**src/rtl/control_seq_pkg.sv**
```systemverilog
// ---------------------------------------------------------------------------
// control_seq_pkg
// Shared definitions for the decode-stage control unit and its consumers.
//   - OP_* opcode constants (6-bit base encoding, zero-extended by users
//     whose opcode field is wider).
//   - CTRL_* bit indices into the control word, so the ID/EX, EX/MEM and
//     MEM/WB registers all slice the word the same way.
//   - Sequencer state and opcode-class enums.
// ---------------------------------------------------------------------------
package control_seq_pkg;

  localparam int OP_BASE_W = 6;

  localparam logic [OP_BASE_W-1:0] OP_RTYPE = 6'h00;
  localparam logic [OP_BASE_W-1:0] OP_JUMP  = 6'h02;
  localparam logic [OP_BASE_W-1:0] OP_BEQ   = 6'h04;
  localparam logic [OP_BASE_W-1:0] OP_MUL   = 6'h1C;
  localparam logic [OP_BASE_W-1:0] OP_LDB   = 6'h20;
  localparam logic [OP_BASE_W-1:0] OP_LDW   = 6'h23;
  localparam logic [OP_BASE_W-1:0] OP_STB   = 6'h28;
  localparam logic [OP_BASE_W-1:0] OP_STW   = 6'h2B;

  localparam int CTRL_REGWRITE = 0;
  localparam int CTRL_MEMTOREG = 1;
  localparam int CTRL_BRANCH   = 2;
  localparam int CTRL_JUMP     = 3;
  localparam int CTRL_MEMWRITE = 4;
  localparam int CTRL_MEMREAD  = 5;
  localparam int CTRL_BYTEWORD = 6;
  localparam int CTRL_ALUSRC   = 7;
  localparam int CTRL_MULOP    = 8;
  localparam int CTRL_W        = 9;

  typedef logic [CTRL_W-1:0] ctrl_word_t;

  typedef enum logic {
    ST_IDLE,
    ST_MUL_WAIT
  } seq_state_e;

  typedef enum logic [1:0] {
    OPK_NORMAL,
    OPK_MUL,
    OPK_ILLEGAL
  } op_kind_e;

  // The multiply word is needed both by the decoder and by the sequencer
  // when it issues after the wait, when the opcode is no longer trusted.
  function automatic ctrl_word_t ctrl_mul_word();
    ctrl_word_t w;
    w = '0;
    w[CTRL_REGWRITE] = 1'b1;
    w[CTRL_ALUSRC]   = 1'b1;
    w[CTRL_MULOP]    = 1'b1;
    return w;
  endfunction

endpackage

```
**src/rtl/control_decode.sv**
```systemverilog
// ---------------------------------------------------------------------------
// control_decode
// Purely combinational opcode-to-control-word map.
//   opcode : in  [OPCODE_W] decode-stage opcode
//   word   : out ctrl_word_t control bits for a known opcode, 0 otherwise
//   kind   : out op_kind_e   NORMAL, MUL (needs the sequencer) or ILLEGAL
// ---------------------------------------------------------------------------
module control_decode
  import control_seq_pkg::*;
#(
  parameter int OPCODE_W = 6
) (
  input  logic [OPCODE_W-1:0] opcode,
  output ctrl_word_t          word,
  output op_kind_e            kind
);

  localparam logic [OPCODE_W-1:0] L_RTYPE = OPCODE_W'(OP_RTYPE);
  localparam logic [OPCODE_W-1:0] L_JUMP  = OPCODE_W'(OP_JUMP);
  localparam logic [OPCODE_W-1:0] L_BEQ   = OPCODE_W'(OP_BEQ);
  localparam logic [OPCODE_W-1:0] L_MUL   = OPCODE_W'(OP_MUL);
  localparam logic [OPCODE_W-1:0] L_LDB   = OPCODE_W'(OP_LDB);
  localparam logic [OPCODE_W-1:0] L_LDW   = OPCODE_W'(OP_LDW);
  localparam logic [OPCODE_W-1:0] L_STB   = OPCODE_W'(OP_STB);
  localparam logic [OPCODE_W-1:0] L_STW   = OPCODE_W'(OP_STW);

  // Unknown opcodes fall through to an all-zero word so nothing downstream
  // ever sees X; the ILLEGAL kind lets the sequencer flag them.
  always_comb begin
    word = '0;
    kind = OPK_NORMAL;
    case (opcode)
      L_RTYPE: begin
        word[CTRL_REGWRITE] = 1'b1;
        word[CTRL_ALUSRC]   = 1'b1;
      end
      L_LDB: begin
        word[CTRL_REGWRITE] = 1'b1;
        word[CTRL_MEMTOREG] = 1'b1;
        word[CTRL_MEMREAD]  = 1'b1;
      end
      L_LDW: begin
        word[CTRL_REGWRITE] = 1'b1;
        word[CTRL_MEMTOREG] = 1'b1;
        word[CTRL_MEMREAD]  = 1'b1;
        word[CTRL_BYTEWORD] = 1'b1;
      end
      L_STB: begin
        word[CTRL_MEMWRITE] = 1'b1;
      end
      L_STW: begin
        word[CTRL_MEMWRITE] = 1'b1;
        word[CTRL_BYTEWORD] = 1'b1;
      end
      L_BEQ: begin
        word[CTRL_BRANCH] = 1'b1;
        word[CTRL_ALUSRC] = 1'b1;
      end
      L_JUMP: begin
        word[CTRL_JUMP] = 1'b1;
      end
      L_MUL: begin
        word = ctrl_mul_word();
        kind = OPK_MUL;
      end
      default: begin
        kind = OPK_ILLEGAL;
      end
    endcase
  end

endmodule

```
**src/rtl/control_seq.sv**
```systemverilog
// ---------------------------------------------------------------------------
// control_seq
// Decode-stage control unit: registered control word, multi-cycle MUL
// sequencer, flush/stall handling and illegal-opcode detection.
//   clk, reset    : clock and synchronous active-high reset
//   stall         : emit a bubble, freeze the sequencer
//   flush         : emit a bubble, abort the sequencer
//   valid_in      : opcode is a real instruction
//   opcode        : decode-stage opcode
//   regwrite .. mulop : registered control bits
//   valid_out     : control word is a real instruction
//   busy          : sequencer occupied, upstream must hold the opcode
//   illegal       : one-cycle pulse on an unknown opcode
//   illegal_count : saturating count of unknown opcodes
// ---------------------------------------------------------------------------
module control_seq
  import control_seq_pkg::*;
#(
  parameter int OPCODE_W = 6,
  parameter int MUL_LAT  = 4,
  parameter int CNT_W    = 8
) (
  input  logic                clk,
  input  logic                reset,
  input  logic                stall,
  input  logic                flush,
  input  logic                valid_in,
  input  logic [OPCODE_W-1:0] opcode,
  output logic                regwrite,
  output logic                memtoreg,
  output logic                branch,
  output logic                jump,
  output logic                memwrite,
  output logic                memread,
  output logic                byteword,
  output logic                alusrc,
  output logic                mulop,
  output logic                valid_out,
  output logic                busy,
  output logic                illegal,
  output logic [CNT_W-1:0]    illegal_count
);

  // The wait counter starts at MUL_LAT-2: one cycle is spent on accept and
  // the final count of zero is the issue cycle.
  localparam bit         MUL_SINGLE   = (MUL_LAT == 1);
  localparam logic [7:0] MUL_CNT_INIT = 8'(MUL_LAT - 2);

  seq_state_e       state_q, state_d;
  logic [7:0]       cnt_q, cnt_d;
  ctrl_word_t       ctrl_q, ctrl_d;
  logic             valid_q, valid_d;
  logic             busy_q, busy_d;
  logic             illegal_q, illegal_d;
  logic [CNT_W-1:0] illegal_count_q, illegal_count_d;

  ctrl_word_t dec_word;
  op_kind_e   dec_kind;

  control_decode #(
    .OPCODE_W (OPCODE_W)
  ) u_decode (
    .opcode (opcode),
    .word   (dec_word),
    .kind   (dec_kind)
  );

  // Next-state and next-output logic. Everything defaults to a bubble with
  // the sequencer holding; flush beats stall, stall beats decode. Busy is
  // simply "we will be in MUL_WAIT next cycle", which also holds under stall.
  always_comb begin
    state_d         = state_q;
    cnt_d           = cnt_q;
    ctrl_d          = '0;
    valid_d         = 1'b0;
    illegal_d       = 1'b0;
    illegal_count_d = illegal_count_q;

    if (flush) begin
      state_d = ST_IDLE;
    end else if (!stall) begin
      case (state_q)
        ST_IDLE: begin
          if (valid_in) begin
            case (dec_kind)
              OPK_NORMAL: begin
                ctrl_d  = dec_word;
                valid_d = 1'b1;
              end
              OPK_MUL: begin
                if (MUL_SINGLE) begin
                  ctrl_d  = ctrl_mul_word();
                  valid_d = 1'b1;
                end else begin
                  state_d = ST_MUL_WAIT;
                  cnt_d   = MUL_CNT_INIT;
                end
              end
              default: begin
                illegal_d = 1'b1;
                if (illegal_count_q != {CNT_W{1'b1}}) begin
                  illegal_count_d = illegal_count_q + CNT_W'(1);
                end
              end
            endcase
          end
        end
        ST_MUL_WAIT: begin
          if (cnt_q == 8'd0) begin
            ctrl_d  = ctrl_mul_word();
            valid_d = 1'b1;
            state_d = ST_IDLE;
          end else begin
            cnt_d = cnt_q - 8'd1;
          end
        end
        default: begin
          state_d = ST_IDLE;
        end
      endcase
    end

    busy_d = (state_d == ST_MUL_WAIT);
  end

  // State and output registers with synchronous reset; a reset mid-MUL
  // drops the operation without issuing it.
  always_ff @(posedge clk) begin
    if (reset) begin
      state_q         <= ST_IDLE;
      cnt_q           <= 8'd0;
      ctrl_q          <= '0;
      valid_q         <= 1'b0;
      busy_q          <= 1'b0;
      illegal_q       <= 1'b0;
      illegal_count_q <= '0;
    end else begin
      state_q         <= state_d;
      cnt_q           <= cnt_d;
      ctrl_q          <= ctrl_d;
      valid_q         <= valid_d;
      busy_q          <= busy_d;
      illegal_q       <= illegal_d;
      illegal_count_q <= illegal_count_d;
    end
  end

  assign regwrite      = ctrl_q[CTRL_REGWRITE];
  assign memtoreg      = ctrl_q[CTRL_MEMTOREG];
  assign branch        = ctrl_q[CTRL_BRANCH];
  assign jump          = ctrl_q[CTRL_JUMP];
  assign memwrite      = ctrl_q[CTRL_MEMWRITE];
  assign memread       = ctrl_q[CTRL_MEMREAD];
  assign byteword      = ctrl_q[CTRL_BYTEWORD];
  assign alusrc        = ctrl_q[CTRL_ALUSRC];
  assign mulop         = ctrl_q[CTRL_MULOP];
  assign valid_out     = valid_q;
  assign busy          = busy_q;
  assign illegal       = illegal_q;
  assign illegal_count = illegal_count_q;

endmodule

```
**config.mk**
```make
export PLATFORM = sky130hd
export DESIGN_NAME = control_seq
export DESIGN_NICKNAME = d
export VERILOG_FILES = /design/src/rtl/control_seq_pkg.sv /design/src/rtl/control_decode.sv /design/src/rtl/control_seq.sv
export SDC_FILE = /design/constraint.sdc
export NUM_CORES = 1
export LEC_CHECK = 0
export BUFFER_PORTS_ARGS = -buffer_cell sky130_fd_sc_hd__clkbuf_2
export CAP_MARGIN = 20
export CORE_MARGIN = 2
export CORE_UTILIZATION = 50
export CTS_CLUSTER_SIZE = 28
export DETAILED_ROUTE_END_ITERATION = 8
export GPL_TIMING_DRIVEN = 0
export PLACE_DENSITY = 0.78
export SYNTH_ARGS = -nofsm -noshare
export SYNTH_HDL_FRONTEND = slang
export SYNTH_SLANG_ARGS = --single-unit
```
**constraint.sdc**
```tcl
create_clock -name clk -period 3.1 [get_ports clk]
set_input_delay 0.155 -clock clk [delete_from_list [all_inputs] [get_ports clk]]
set_output_delay 0.155 -clock clk [all_outputs]
set_load 0.02 [all_outputs]
```
After elaboration in Yosys (flattened, before gate mapping)
Index checks and enable logic that the tools add are counted.

operators by class
  add/sub/neg operators = 2
  bitwise operators = 5
  equality and inequality tests = 12
  muxes and demuxes = 26
  reductions and logical operators = 15

operators by type and width
  kind                 count
  $mux 9               3
  $eq 6x6->1 const B   4
  $mux 8               3
  $pmux 9 s2           1
  $pmux 8 s2           1
  $mux 1               15
  $reduce_or 2->1      5
  $add 8x1->8 const B  1
  $logic_not 8->1      1
  $ne 8x8->1 const B   1
  $sub 8x1->8 const B  1
  $reduce_or 7->1      1
  $eq 6x2->1 const B   1
  $eq 6x3->1 const B   1
  $eq 6x5->1 const B   1
  $logic_not 6->1      1
  $reduce_and 6->1     1
  $reduce_or 3->1      2
  $not 1->1            5
  $reduce_and 5->1     1
  $reduce_or 5->1      1
  $ne 2x2->1 const B   2
  $pmux 1 s2           2
  $pmux 2 s2           1
  other kinds (4)      4

storage, ports and cells
  input port bits = 11
  register bits = 28
  logic and storage cells = 66

Depth between registers and ports, before layout
  depth in word-level cells = 7
  mapped depth = 7

By module
Synthesis repeated with hierarchy kept, for this count alone.

unflattened totals
  cells, all modules = 152
  area total of the unflattened synthesis = 1376.3 sq um

modules (own cells, without submodules)
  module          sequential area each (sq um)  times used  cells an instance  area each (sq um)
  control_seq     560.5                         1           124                1178.6
  control_decode  0.0                           1           28                 197.7

Least setup slack after synthesis
OpenSTA, ideal clock, no wires.

  kind = register to register
  start = register busy (netlist name)
  end = register ctrl_q[5]
  setup time = 0.087 ns
  period minus slack after synthesis = 2.156 ns
  path slack = 0.944 ns
  cell stages (with the launch flop) = 7
  arrival = 2.069 ns
  cells stage by stage = dfxtp_1 > or3b_1 > a2111o_1 > or3_1 > buf_2 > a21o_4 > nor4b_4

RTL lines
  element               RTL line            source
  to (signal assigned)  control_seq.sv:140  ctrl_q <= ctrl_d;
  to (decl)             control_seq.sv:51   ctrl_word_t ctrl_q, ctrl_d;

Worst setup path in the final report
  start = register cnt_q[0]
  end = register cnt_q[4]

on the way
  longest elaborated chain between the ends = 3
  elaborated cells on any way between the ends = 6
  those cells by class = add/sub (1); eq/ne (1); mux (2); reduce/logical (2)

RTL lines
  element                                         RTL line                                source
  from (decl)                                     control_seq.sv:50                       logic [7:0] cnt_q, cnt_d;
  from (signal assigned)                          control_seq.sv:139                      cnt_q <= cnt_d;
  $sub 8x1->8 or $logic_not 8->1 (tied branches)  control_seq.sv:114, control_seq.sv:109
  $mux 8 or $ne 2x2->1 (tied branches)            --
  $pmux 8 s2 or $reduce_and 5->1 (tied branches)  --

Parallel ways exist; a longest one is shown, timed or not. The select of a mux whose other input is x is not followed.
A chain may end at the register's enable or synchronous reset.

==> flow_metrics.py <==
metrics = {
    "synthesis": {
        "synth_cell_types": 42,
        "syn_nets": 154,
        "synth_warnings": 0,
        "synth_area_leaders": "dfxtp_1 43%, nor2_1 4.7%, xor2_1 4.1%, a21oi_1 3.2%, ha_1 3.0%",
        "synth_edf_count": 0,
        "postSynthCellCount": 140,
        "ys.flop_type": "dfxtp_1",
        "synth_top_area_cell": "dfxtp_1",
        "ys_seq_area_frac": 0.4256,
        "ys_async_sr_fraction": 0,
        "synth.avg_cell_area_um2": 9.071,
        "synth_top_area_share": 0.4256,
        "synth-seq-cells": 27,
        "syn_area_um2": 1270,
    },
    "floorplanning": {
        "dieArea_um2": 2959,
        "io_pins": 31,
        "rows": 18,
        "die_w_um": 54.40,
        "initial_utilization": 0.5221,
        "dieHeight_um": 54.40,
        "core_area_um2": 2432,
    },
    "placed_design": {
        "portBuffers": 29,
        "gp_congestion": 0.8732,
        "pre_cts_ws_ns": 0.7502,
        "hpwl_um": 2020,
        "dp_cells": 199,
    },
    "timing": {
        "setup_viol": 0,
        "hold_violations": 0,
        "fin_crit_sh": 0.7669,
        "tightest_slew_ns": 0.6592,
        "tns_ns": 0,
        "drv_slew": 0,
        "layout_setup_ws_ns": 0.7226,
        "final.setup_skew_ns": 0.001118,
        "period_needed_ns": 2.377,
        "hold_ws_ns": 0.1044,
        "rsz0062_at_grt": "no",
        "fmax_mhz": 420.6,
        "slew_headroom": 0.5597,
    },
    "routing": {
        "routed_wl_um": 2609,
        "ant_nets": 0,
        "route.detailed.wl_per_inst_um": 12.85,
        "drc": 0,
        "num_vias": 1149,
        "vias_per_cell": 5.660,
        "drtIter0Drc": 22,
        "drtPass1Iterations": 4,
    },
    "cts": {
        "clock-sinks": 27,
        "numCtsBuffers": 3,
        "cts_setup_buffers": 0,
        "cts_tree": "done",
        "ctsResizeCount": 0,
        "ctsHoldBuffers": 0,
        "clk_latency_ns": 0.31,
        "clk_pin_slew_ns": 0.13,
        "clk_root_buffer_cell": "clkbuf_4",
        "htree_levels": 1,
        "clock_path_buffers": 2,
    },
    "global_route": {
        "grt_pass1_wl_um": 4457,
        "grt_max_degree": 15,
        "grt_use_total": 0.2063,
        "grt-ovfl-total": 0,
        "antenna_found_initial": 0,
        "first_global_vias": 1025,
    },
    "critical_path": {
        "crit_path_end_kind": "register",
        "cp_num_buf_inv": 1,
        "critPathSlowestCell": "a2111oi_2",
        "start_kind": "register",
        "cp.required_ns": 3.35,
        "cp_max_fo": 7,
        "r2r-start": "cnt_q[0]$_SDFFE_PP0P_",
        "cp_cell_sequence": "inv_1 > ha_1 > nor4bb_1 > a2111oi_2 > nand3_1 > or4_1 > a21oi_1",
        "worstSetupPathType": "reg -> reg",
        "crit_family": "simple AND/OR/NAND/NOR gates",
        "setup.worst_path.start": "cnt_q[0]$_SDFFE_PP0P_",
        "arrival_ns": 2.63,
        "slowest_delay_ns": 0.67,
    },
    "power_and_ir_drop": {
        "ir_worst_vdd_mv": 0.2537,
        "p_leak_nw": 0.6176,
        "power_density_nw_per_um2": 363.8,
    },
    "finish": {
        "drive_gt1_frac": 0.2312,
        "area_growth_pct": 16.45,
        "fillers": 232,
        "diodes": 0,
        "utilization": 0.6080,
        "final_nets": 188,
        "final_cells": 203,
    },
    "run": {
        "maxCapViolations": 0,
    },
    "run_status": {
        "status": "finished, final reports clean",
    },
    "min_path": {
        "hp-start": "opcode[1]",
        "worstHoldPathType": "in -> reg",
    },
}
## layout make-up
type	count	area [µm²]	area share
clock buffer	4	26.28	0.01777
timing repair buffer	29	145.1	0.09814
buffer	5	25.02	0.01692
tap	30	37.54	0.02538
inverter	7	26.28	0.01777
sequential	27	540.5	0.3655
multi-input combinational	101	678.2	0.4585
## path summary, 6_finish.rpt
check / slack [ns] / cells past startpoint / end
max: 0.72 / 7 / cnt_q[4]$_SDFFE_PP0P_
max reg2reg: 0.72 / 7 / cnt_q[4]$_SDFFE_PP0P_
min: 0.10 / 3 / ctrl_q[3]$_SDFF_PP0_
min reg2reg: 0.51 / 2 / illegal_count[6]$_SDFFE_PP0P_
## tightest hold or removal path, cell delays in order
cell and delay [ns]:
clkbuf_2 0.13, nand2_1 0.07, nor2_1 0.03
## synth_stat cells, drive strengths merged (3+ instances only)
library cell and count:
a21o 3, a21oi 8, buf 3, dfxtp 27
ha 3, inv 7, nand2 6, nand3 5
nand4 4, nor2 16, nor4 6, nor4b 3
o21ai 7, or3 6, xor2 6
## registers in the layout, summed over array words and instances (netlist names)
register,cells
busy,1
cnt_q,8
ctrl_q,8
illegal,1
illegal_count,8
valid_out,1
## routing by layer
metal	up-vias	wire length, µm	track usage
li1	590	-	-
met1	537	1210	0.2648
met2	20	1278	0.3514
met3	2	99	0.02732
met4	0	20	0.07500
met5	-	0	0
## per-stage QoR
step | instance area (µm²) | power (mW)
2_1_floorplan | 1270 | 0.3825
3_3_place_gp | 1453 | 0.4005
3_5_place_dp | 1453 | 0.4022
4_1_cts | 1479 | 0.5443
5_1_grt | 1479 | 0.5646
6_report | 1479 | 0.5380
## kinds of logic after synthesis
logic type	synth area share
buffers and inverters	0.04040
XOR/XNOR	0.04828
adder cells (fa/ha/maj)	0.02956
AO/OA/AOI/OAI	0.1527
multiplexers	0.01576
flip-flops	0.4256
AND/OR/NAND/NOR	0.2877
## power by group
group	internal (mW)	switching (mW)	leakage, nW
sequential	0.349	0.00170	0.218
clock	0.0502	0.0923	0.0150
combinational	0.0155	0.0295	0.385
total	0.414	0.124	0.618
## layout by cell type (no fill, tap or decap), types with 4 or more instances in the layout
| cell | count |
|---|---|
| nand3_1 | 5 |
| nand4_1 | 4 |
| inv_1 | 7 |
| dfxtp_1 | 27 |
| or3_1 | 6 |
| xor2_1 | 6 |
| a21oi_1 | 8 |
| clkbuf_2 | 29 |
| o21ai_0 | 7 |
| nor2_1 | 16 |
| nor4_1 | 6 |
| nand2_1 | 6 |
(Power assumes the default switching activity.)
